### src/rtl/minterm_sweep_ctrl.sv
// Sweeps sel_out through minterms 0..15 of the decoder function block, captures the f/g/h
// truth tables and checks them against expected masks. Optional feature: MINTERM_SWEEP_FIRSTFAIL_EN.
module minterm_sweep_ctrl #(
    parameter int unsigned SETTLE = 0,
    parameter logic [15:0] EXP_F  = 16'h4CC8,
    parameter logic [15:0] EXP_G  = 16'h440C,
    parameter logic [15:0] EXP_H  = 16'hC08B
) (
    input  logic        clk,
    input  logic        rst,
    input  logic        start,
    input  logic        abort,
    input  logic        f_in,
    input  logic        g_in,
    input  logic        h_in,
    output logic [3:0]  sel_out,
    output logic        busy,
    output logic        done,
    output logic        pass,
    output logic [2:0]  fail_mask,
    output logic [15:0] tt_f,
    output logic [15:0] tt_g,
    output logic [15:0] tt_h
`ifdef MINTERM_SWEEP_FIRSTFAIL_EN
    ,
    output logic [3:0]  first_fail_idx,
    output logic        first_fail_vld
`endif
);
    localparam int unsigned CNT_W = 4;
    localparam logic [CNT_W-1:0] SETTLE_LAST = CNT_W'((SETTLE == 0) ? 0 : SETTLE - 1);

    typedef enum logic [2:0] {
        ST_IDLE,
        ST_SETTLE,
        ST_SAMPLE,
        ST_CHECK,
        ST_DONE
    } state_t;

    // Entry state for every minterm: skip the settle wait entirely when SETTLE is zero.
    localparam state_t ST_FIRST = (SETTLE > 0) ? ST_SETTLE : ST_SAMPLE;

    state_t           state;
    logic [CNT_W-1:0] cnt;

`ifdef MINTERM_SWEEP_FIRSTFAIL_EN
    logic [2:0] miss_c;

    always_comb begin
        miss_c = {h_in ^ EXP_H[sel_out], g_in ^ EXP_G[sel_out], f_in ^ EXP_F[sel_out]};
    end
`endif

    always_ff @(posedge clk) begin
        if (rst) begin
            state     <= ST_IDLE;
            sel_out   <= '0;
            cnt       <= '0;
            tt_f      <= '0;
            tt_g      <= '0;
            tt_h      <= '0;
            pass      <= 1'b0;
            fail_mask <= '0;
            busy      <= 1'b0;
            done      <= 1'b0;
`ifdef MINTERM_SWEEP_FIRSTFAIL_EN
            first_fail_idx <= '0;
            first_fail_vld <= 1'b0;
`endif
        end else if (abort && state != ST_IDLE) begin
            // Abort keeps sel_out and the partial tables for inspection.
            state     <= ST_IDLE;
            busy      <= 1'b0;
            done      <= 1'b0;
            pass      <= 1'b0;
            fail_mask <= '0;
        end else begin
            case (state)
                ST_IDLE, ST_DONE: begin
                    if (start && !abort) begin
                        sel_out   <= '0;
                        cnt       <= '0;
                        tt_f      <= '0;
                        tt_g      <= '0;
                        tt_h      <= '0;
                        pass      <= 1'b0;
                        fail_mask <= '0;
                        busy      <= 1'b1;
                        done      <= 1'b0;
                        state     <= ST_FIRST;
`ifdef MINTERM_SWEEP_FIRSTFAIL_EN
                        first_fail_idx <= '0;
                        first_fail_vld <= 1'b0;
`endif
                    end
                end
                ST_SETTLE: begin
                    cnt <= cnt + 1'b1;
                    if (cnt == SETTLE_LAST) begin
                        state <= ST_SAMPLE;
                    end
                end
                ST_SAMPLE: begin
                    tt_f[sel_out] <= f_in;
                    tt_g[sel_out] <= g_in;
                    tt_h[sel_out] <= h_in;
`ifdef MINTERM_SWEEP_FIRSTFAIL_EN
                    if (!first_fail_vld && miss_c != 3'b000) begin
                        first_fail_idx <= sel_out;
                        first_fail_vld <= 1'b1;
                    end
`endif
                    if (sel_out == 4'hF) begin
                        state <= ST_CHECK;
                    end else begin
                        sel_out <= sel_out + 4'd1;
                        cnt     <= '0;
                        state   <= ST_FIRST;
                    end
                end
                ST_CHECK: begin
                    fail_mask <= {tt_h != EXP_H, tt_g != EXP_G, tt_f != EXP_F};
                    pass      <= (tt_h == EXP_H) && (tt_g == EXP_G) && (tt_f == EXP_F);
                    busy      <= 1'b0;
                    done      <= 1'b1;
                    state     <= ST_DONE;
                end
                default: begin
                    state <= ST_IDLE;
                    busy  <= 1'b0;
                    done  <= 1'b0;
                end
            endcase
        end
    end

endmodule

### config.mk
export PLATFORM = sky130hd
export DESIGN_NAME = minterm_sweep_ctrl
export DESIGN_NICKNAME = d
export VERILOG_FILES = /design/src/rtl/minterm_sweep_ctrl.sv
export SDC_FILE = /design/constraint.sdc
export NUM_CORES = 1
export LEC_CHECK = 0
export ABC_AREA = 1
export CAP_MARGIN = 10
export CORE_ASPECT_RATIO = 2
export CORE_UTILIZATION = 51
export CTS_CLUSTER_SIZE = 24
export DETAILED_ROUTE_END_ITERATION = 12
export HOLD_SLACK_MARGIN = 0.1
export PLACE_DENSITY = 0.79
export SYNTH_ARGS = -nofsm -noshare
export SYNTH_HDL_FRONTEND = slang
export SYNTH_SLANG_ARGS = --single-unit
### constraint.sdc
create_clock -name clk -period 1.5 [get_ports clk]
set_input_delay 0.225 -clock clk [delete_from_list [all_inputs] [get_ports clk]]
set_output_delay 0.225 -clock clk [all_outputs]
set_load 0.1 [all_outputs]
* After elaboration in Yosys (flattened, before gate mapping)
Index checks and enable logic that the tools add are counted.
** Storage, ports and cells
- Bits in registers :: 65
- Input bits :: 7
** Cells by class
- Add/subtract/negate cells :: 2
- $lt $le $gt $ge :: 2
- Eq/ne operators :: 14
- Mux-type cells :: 25
- Bitwise operators :: 2
- Reductions and logical operators :: 21
** Operators with widths (count)
- $pmux 16 s2 :: 3
- $bwmux 16 :: 3
- $eq 16x15->1 const B :: 2
- $ne 16x15->1 const B :: 2
- $eq 16x16->1 const B :: 1
- $mux 16 :: 1
- $ne 16x16->1 const B :: 1
- $mux 4 :: 3
- $pmux 3 s4 :: 1
- $pmux 4 s3 :: 1
- $mux 3 :: 3
- $add 4x1->4 const B :: 2
- $pmux 4 s2 :: 1
- $reduce_and 4->1 :: 2
- $eq 3x2->1 const B :: 2
- $ne 2x2->1 const B :: 3
- $pmux 3 s2 :: 1
- $reduce_and 2->1 :: 3
- $reduce_bool 3->1 :: 2
- $reduce_or 2->1 :: 3
- $logic_and 1x1->1 :: 5
- $lt 4x5->1 const B :: 1
- $demux 1 s4 :: 1
- $eq 4x4->1 const B :: 1
- other kinds (12) :: 18

* Depth between registers and ports, before layout
Gate-level depths: netlist (run 1).
- Word-level depth :: 6
- Mapped depth :: 9
- Depth with buffers taken out :: 8

* Worst setup path after synthesis (run 1)
Ideal clock, no wire load.
- Path type :: register to register
- Start point :: register sel_out[0]
- End point :: register sel_out[1]
- Library setup time :: 0.128 ns
- Arrival time :: 2.096 ns
- Setup slack :: -0.724 ns
- Cell stages (with the launch flop) :: 7
- Clock period less this slack :: 2.224 ns
- Path through :: dfxtp_1 -> ha_1 -> nand3_1 -> o21ai_2 -> nor2_4 -> o21ai_0 -> nor2_1
** Between the ends
- Word-level cells in the longest chain between the ends :: 3
- Elaborated cells between the ends (all ways) :: 6
- Those cells by class :: add/sub (1); eq/ne (2); mux (2); reduce/logical (1)
** Ends and longest elaborated chain
- start, declared :: RTL line 16 : output logic [3:0] sel_out,
- start signal, assigned :: RTL line 117 : sel_out <= sel_out + 4'd1;
- $add 4x1->4 or $eq 4x4->1 (tied branches) :: RTL line 117, 114
- $mux 4 or $ne 2x2->1 (tied branches)
- $pmux 4 s2 or $reduce_and 4->1 (tied branches)
Parallel ways exist; a longest one is shown, timed or not. The select of a mux whose other input is x is not followed.
A chain may end at the register's enable or synchronous reset.

* Worst setup path after layout (run 1)
- Start point :: register sel_out[0]
- End point :: register tt_f[0]
** Between the ends
- Word-level cells in the longest chain between the ends :: 6
- Elaborated cells between the ends (all ways) :: 7
- Those cells by class :: order compare (2); mux (4); reduce/logical (1)
** Ends and longest elaborated chain
- $lt 4x5->1 (implied by the code) or $ge 4x1->1 (tied branches) :: RTL line 105 : tt_f[sel_out] <= f_in;
- $logic_and 1x1->1 (implied by the code) :: RTL line 105
- $mux 1 (implied by the code) :: RTL line 105
- $demux 1 s4 * :: RTL line 105
- $bwmux 16 * :: RTL line 105
- $pmux 16 s2 * :: RTL line 79 : case (state)
- end signal, assigned by index :: RTL line 105
- end, declared :: RTL line 21 : output logic [15:0] tt_f,
Every way passes the cells marked *; elsewhere a longest branch is shown, timed or not.

==> results.md, run 1 <==
* CP Max Fanout at 6
* Failing checks: DRC, setup timing
* CP dominant cell by count: nand2_1
* Post-synthesis mux area share at 0%
* N_diodes at 0
* Share of cells above drive strength 1 at between 20% and 30%
* Ports at between 60 and 70
* CP startpoint kind: register
* DP HPWL at about 6700 um
* Critical path data required time at 1.71 ns
* Via Count at approximately 3500
* GPL Wtd Cong at 0.8276
* GR Overflow Total at 0
* Routed wire per std cell at 16.48 um
* Max VDD drop at 1.265 mV
* Worst Hold Depth at 2
* Critical-path top delay cell: dfxtp_4
* Post-synth top area share at between 40% and 50%
* Clk sink count at 65
* Area contributors post-synth: dfxtp_1 (41%), nand2_1 (19%), a21oi_1 (8.3%), inv_1 (5.2%), nor2_1 (4.2%)
* Relative slew slack at 75.57%
* Initial DRC count at between 200 and 300
* Die area at 0.006626 mm2
* Syn Std Cell Area at 0.003206 mm2
* Fmax achieved at 643.2 MHz
* Clk buf depth at 2
* Arr. time, crit path at between 1.5 and 2 ns
* Root buffer cell: clkbuf_16
* Final slew viol count at 0
* Post-synth net total at 471
* Row Count at 40
* Pre-CTS setup slack at -0.2798 ns
* Crit path cell chain: inv_1 -> ha_2 -> nand2_1 -> nand2_1 -> nand4_1 -> nand2_1 -> a21oi_1
* Kind of critical path: reg -> reg
* RSZ-0062 raised after global routing: yes
* CP max stage delay at 0.38 ns
* Fillers at about 310
* Yosys warning count at 0
* Final period util at 103.7%
* Post-Synth XOR/XNOR Area at 0.2732%
* FF/Latch Area at about 0.0014 mm2
* Fin crit period at 1.555 ns
* Most common cell after layout, fill and taps aside: nand2_1
* Yosys cell types at 27
* Most frequent cells in the layout: nand2_1 (154), buf_12 (60), a21oi_1 (47)
* Hold Path Class: reg -> reg
* Leakage at 0.002022 uW
* Buffers on Ports at 64
* DIE HEIGHT at 114.1 um
* Max Cap Violations at 0
* Setup TNS at -0.3895 ns
* CP Capture Type: register
* Yosys top cell by area: dfxtp_1
* Largest net degree at the start of global routing at 51
* Setup ws final at -0.05484 ns
* Vias per cell at 5.627
* Vias in the first global route at ~3400
* Worst-Margin Slew at 0.3650 ns
* Initial Util at 52.93%
* Synth Area per Inst at 6.999 um2
* Adder-cell share of the synthesized area at about 2.3%
* Seq/Total Area, Yosys at 40.59%
* Clock latency on the worst-skew pair at 0.34 ns
* P&R area growth vs syn at 56.83%
* GRT busiest layer: met2
* TritonCTS clock tree: yes
* Htree depth at 3
* Met1 Resource Use GR at 28.75%
* Synth Instances at between 400 and 500
* Compound-Gate Fraction of Synth Area at roughly an eighth
* Met2 Use GR at a little under three fifths
* Outcome: complete, but fails checks
* Hold-fix buffers, CTS at 0
* Largest family of logic cells by synthesized area: simple AND/OR/NAND/NOR gates
* Synth Register Bits at 65
* CTS Buf Count at 9
* Clock Pin Slew Worst Setup and Hold Paths at about 0.05 ns
* DRC viols at 4
* Routed Antenna Nets at 0
* Pwr Density at 874.4 mW/mm2
* Final WL at 10280 um
* Final net count at 548
* Final Skew at 0.01016 ns
* Total power at approximately 4400 uW
* First-pass detailed-route iteration total at 9
* Grt met3 use at 7.006%
* Post-synthesis simple-gate area fraction at between 30% and 40%
* Antenna violations before repair at 0
* First-pass GRT wire length at about 15000 um
* Multi-input gate area at 0.001713 mm2
* R2R depth at 7
* Die X at 58.06 um
* Total track usage at between 30% and 40%
* Core Area at around 0.006 mm2
* Final setup viols at 20
* Final hold violations at 0
## area by class of cell
| class | count | area share (%) |
|---|---|---|
| inverters | 44 | 3.285 |
| multi-input cells | 333 | 34.07 |
| clock inverters | 3 | 0.7964 |
| well taps | 84 | 2.091 |
| clock buffers | 13 | 4.978 |
| flip-flops and latches | 65 | 26.85 |
| repair buffers | 82 | 27.92 |
## synth_stat cells (all sizes together)
cell type / count
ha: 6
o21a: 2
a21oi: 59
o21ai: 9
xor2: 1
dfxtp: 65
inv: 44
nand3: 23
a31oi: 1
nand4: 17
nor3: 5
o22ai: 1
nand2: 164
nor2: 43
clkbuf: 8
buf: 10
## critical path: cells and delay by family (launching register included)
| family | cells | cell delay, ns |
|---|---|---|
| compound gates | 1 | 0.08 |
| fa+ha+maj | 1 | 0.28 |
| buf+inv | 1 | 0.15 |
| flops | 1 | 0.38 |
| simple gates | 4 | 0.53 |
## power by group
group / switching (uW) / total (uW) / internal, uW / leakage, uW
combinational: 358 / 540 / 183 / 0.00134
clock: 755 / 2080 / 1330 / 0.000144
sequential: 33.3 / 1770 / 1740 / 0.000539
total: 1150 / 4400 / 3250 / 0.00202
## worst paths after layout
| path | startpoint | endpoint | slack [ns] |
|---|---|---|---|
| min reg2reg | tt_h[0] | tt_h[0] | 0.49 |
| max | sel_out[0] | tt_f[0] | -0.05 |
| max reg2reg | sel_out[0] | tt_f[0] | -0.05 |
| min | tt_h[0] | tt_h[0] | 0.49 |
## per-stage QoR
| stage | std cells | area [um2] | hold WS (ns) | utilization, % |
|---|---|---|---|---|
| final | 624 | 5027 | 0.4920 | 83.02 |
| after global routing | 624 | 5027 | 0.5037 | 83.02 |
| after CTS | 621 | 4910 | 0.4936 | 81.07 |
| after detailed placement | 603 | 4583 | 0.4857 | 75.68 |
| after global placement | 603 | 4583 | 0.4807 | 75.68 |
| after floorplan | 458 | 3261 | 0.4351 | - |
## kinds of logic (layout without fill, tap and decap cells)
group / count (synthesis) / in the layout
AO/OA/AOI/OAI: 72 / 72
XOR/XNOR: 1 / 1
adder cells (fa/ha/maj): 6 / 6
buffers and inverters: 62 / 142
AND/OR/NAND/NOR: 252 / 254
flip-flops: 65 / 65
## sequential cells by signal, summed over array words and instances, names as in the netlist
| name | cells |
|---|---|
| tt_h | 16 |
| state | 3 |
| tt_g | 16 |
| fail_mask | 3 |
| cnt | 4 |
| done | 1 |
| sel_out | 4 |
| busy | 1 |
| pass | 1 |
| tt_f | 16 |
## metal layers
| metal | up-vias | part of all wire, % |
|---|---|---|
| li1 | 1623 | - |
| met1 | 1627 | 32 |
| met2 | 200 | 55 |
| met3 | 61 | 6.1 |
| met4 | 0 | 6.3 |
| met5 | - | 0 |
## repair_timing
action                                  in CTS  in global routing
buffers inserted                             2                  2
gates cloned                                 0                  2
pin swaps                                    2                 18
endpoints found under the setup margin      33                 53
gates resized for setup                      4                 27
endpoints found under the hold margin        0                  0
No activity file was read; power rests on OpenSTA's default activity.
==> run 2, diff against run 1 <==
--- a/config.mk
+++ b/config.mk
@@ -13,6 +13,7 @@
 export DETAILED_ROUTE_END_ITERATION = 12
 export HOLD_SLACK_MARGIN = 0.1
 export PLACE_DENSITY = 0.79
+export SLEW_MARGIN = 25
 export SYNTH_ARGS = -nofsm -noshare
 export SYNTH_HDL_FRONTEND = slang
 export SYNTH_SLANG_ARGS = --single-unit
==> results of run 2 <==
Same layout as run 1: the final DEF is identical, and so are final timing and power.
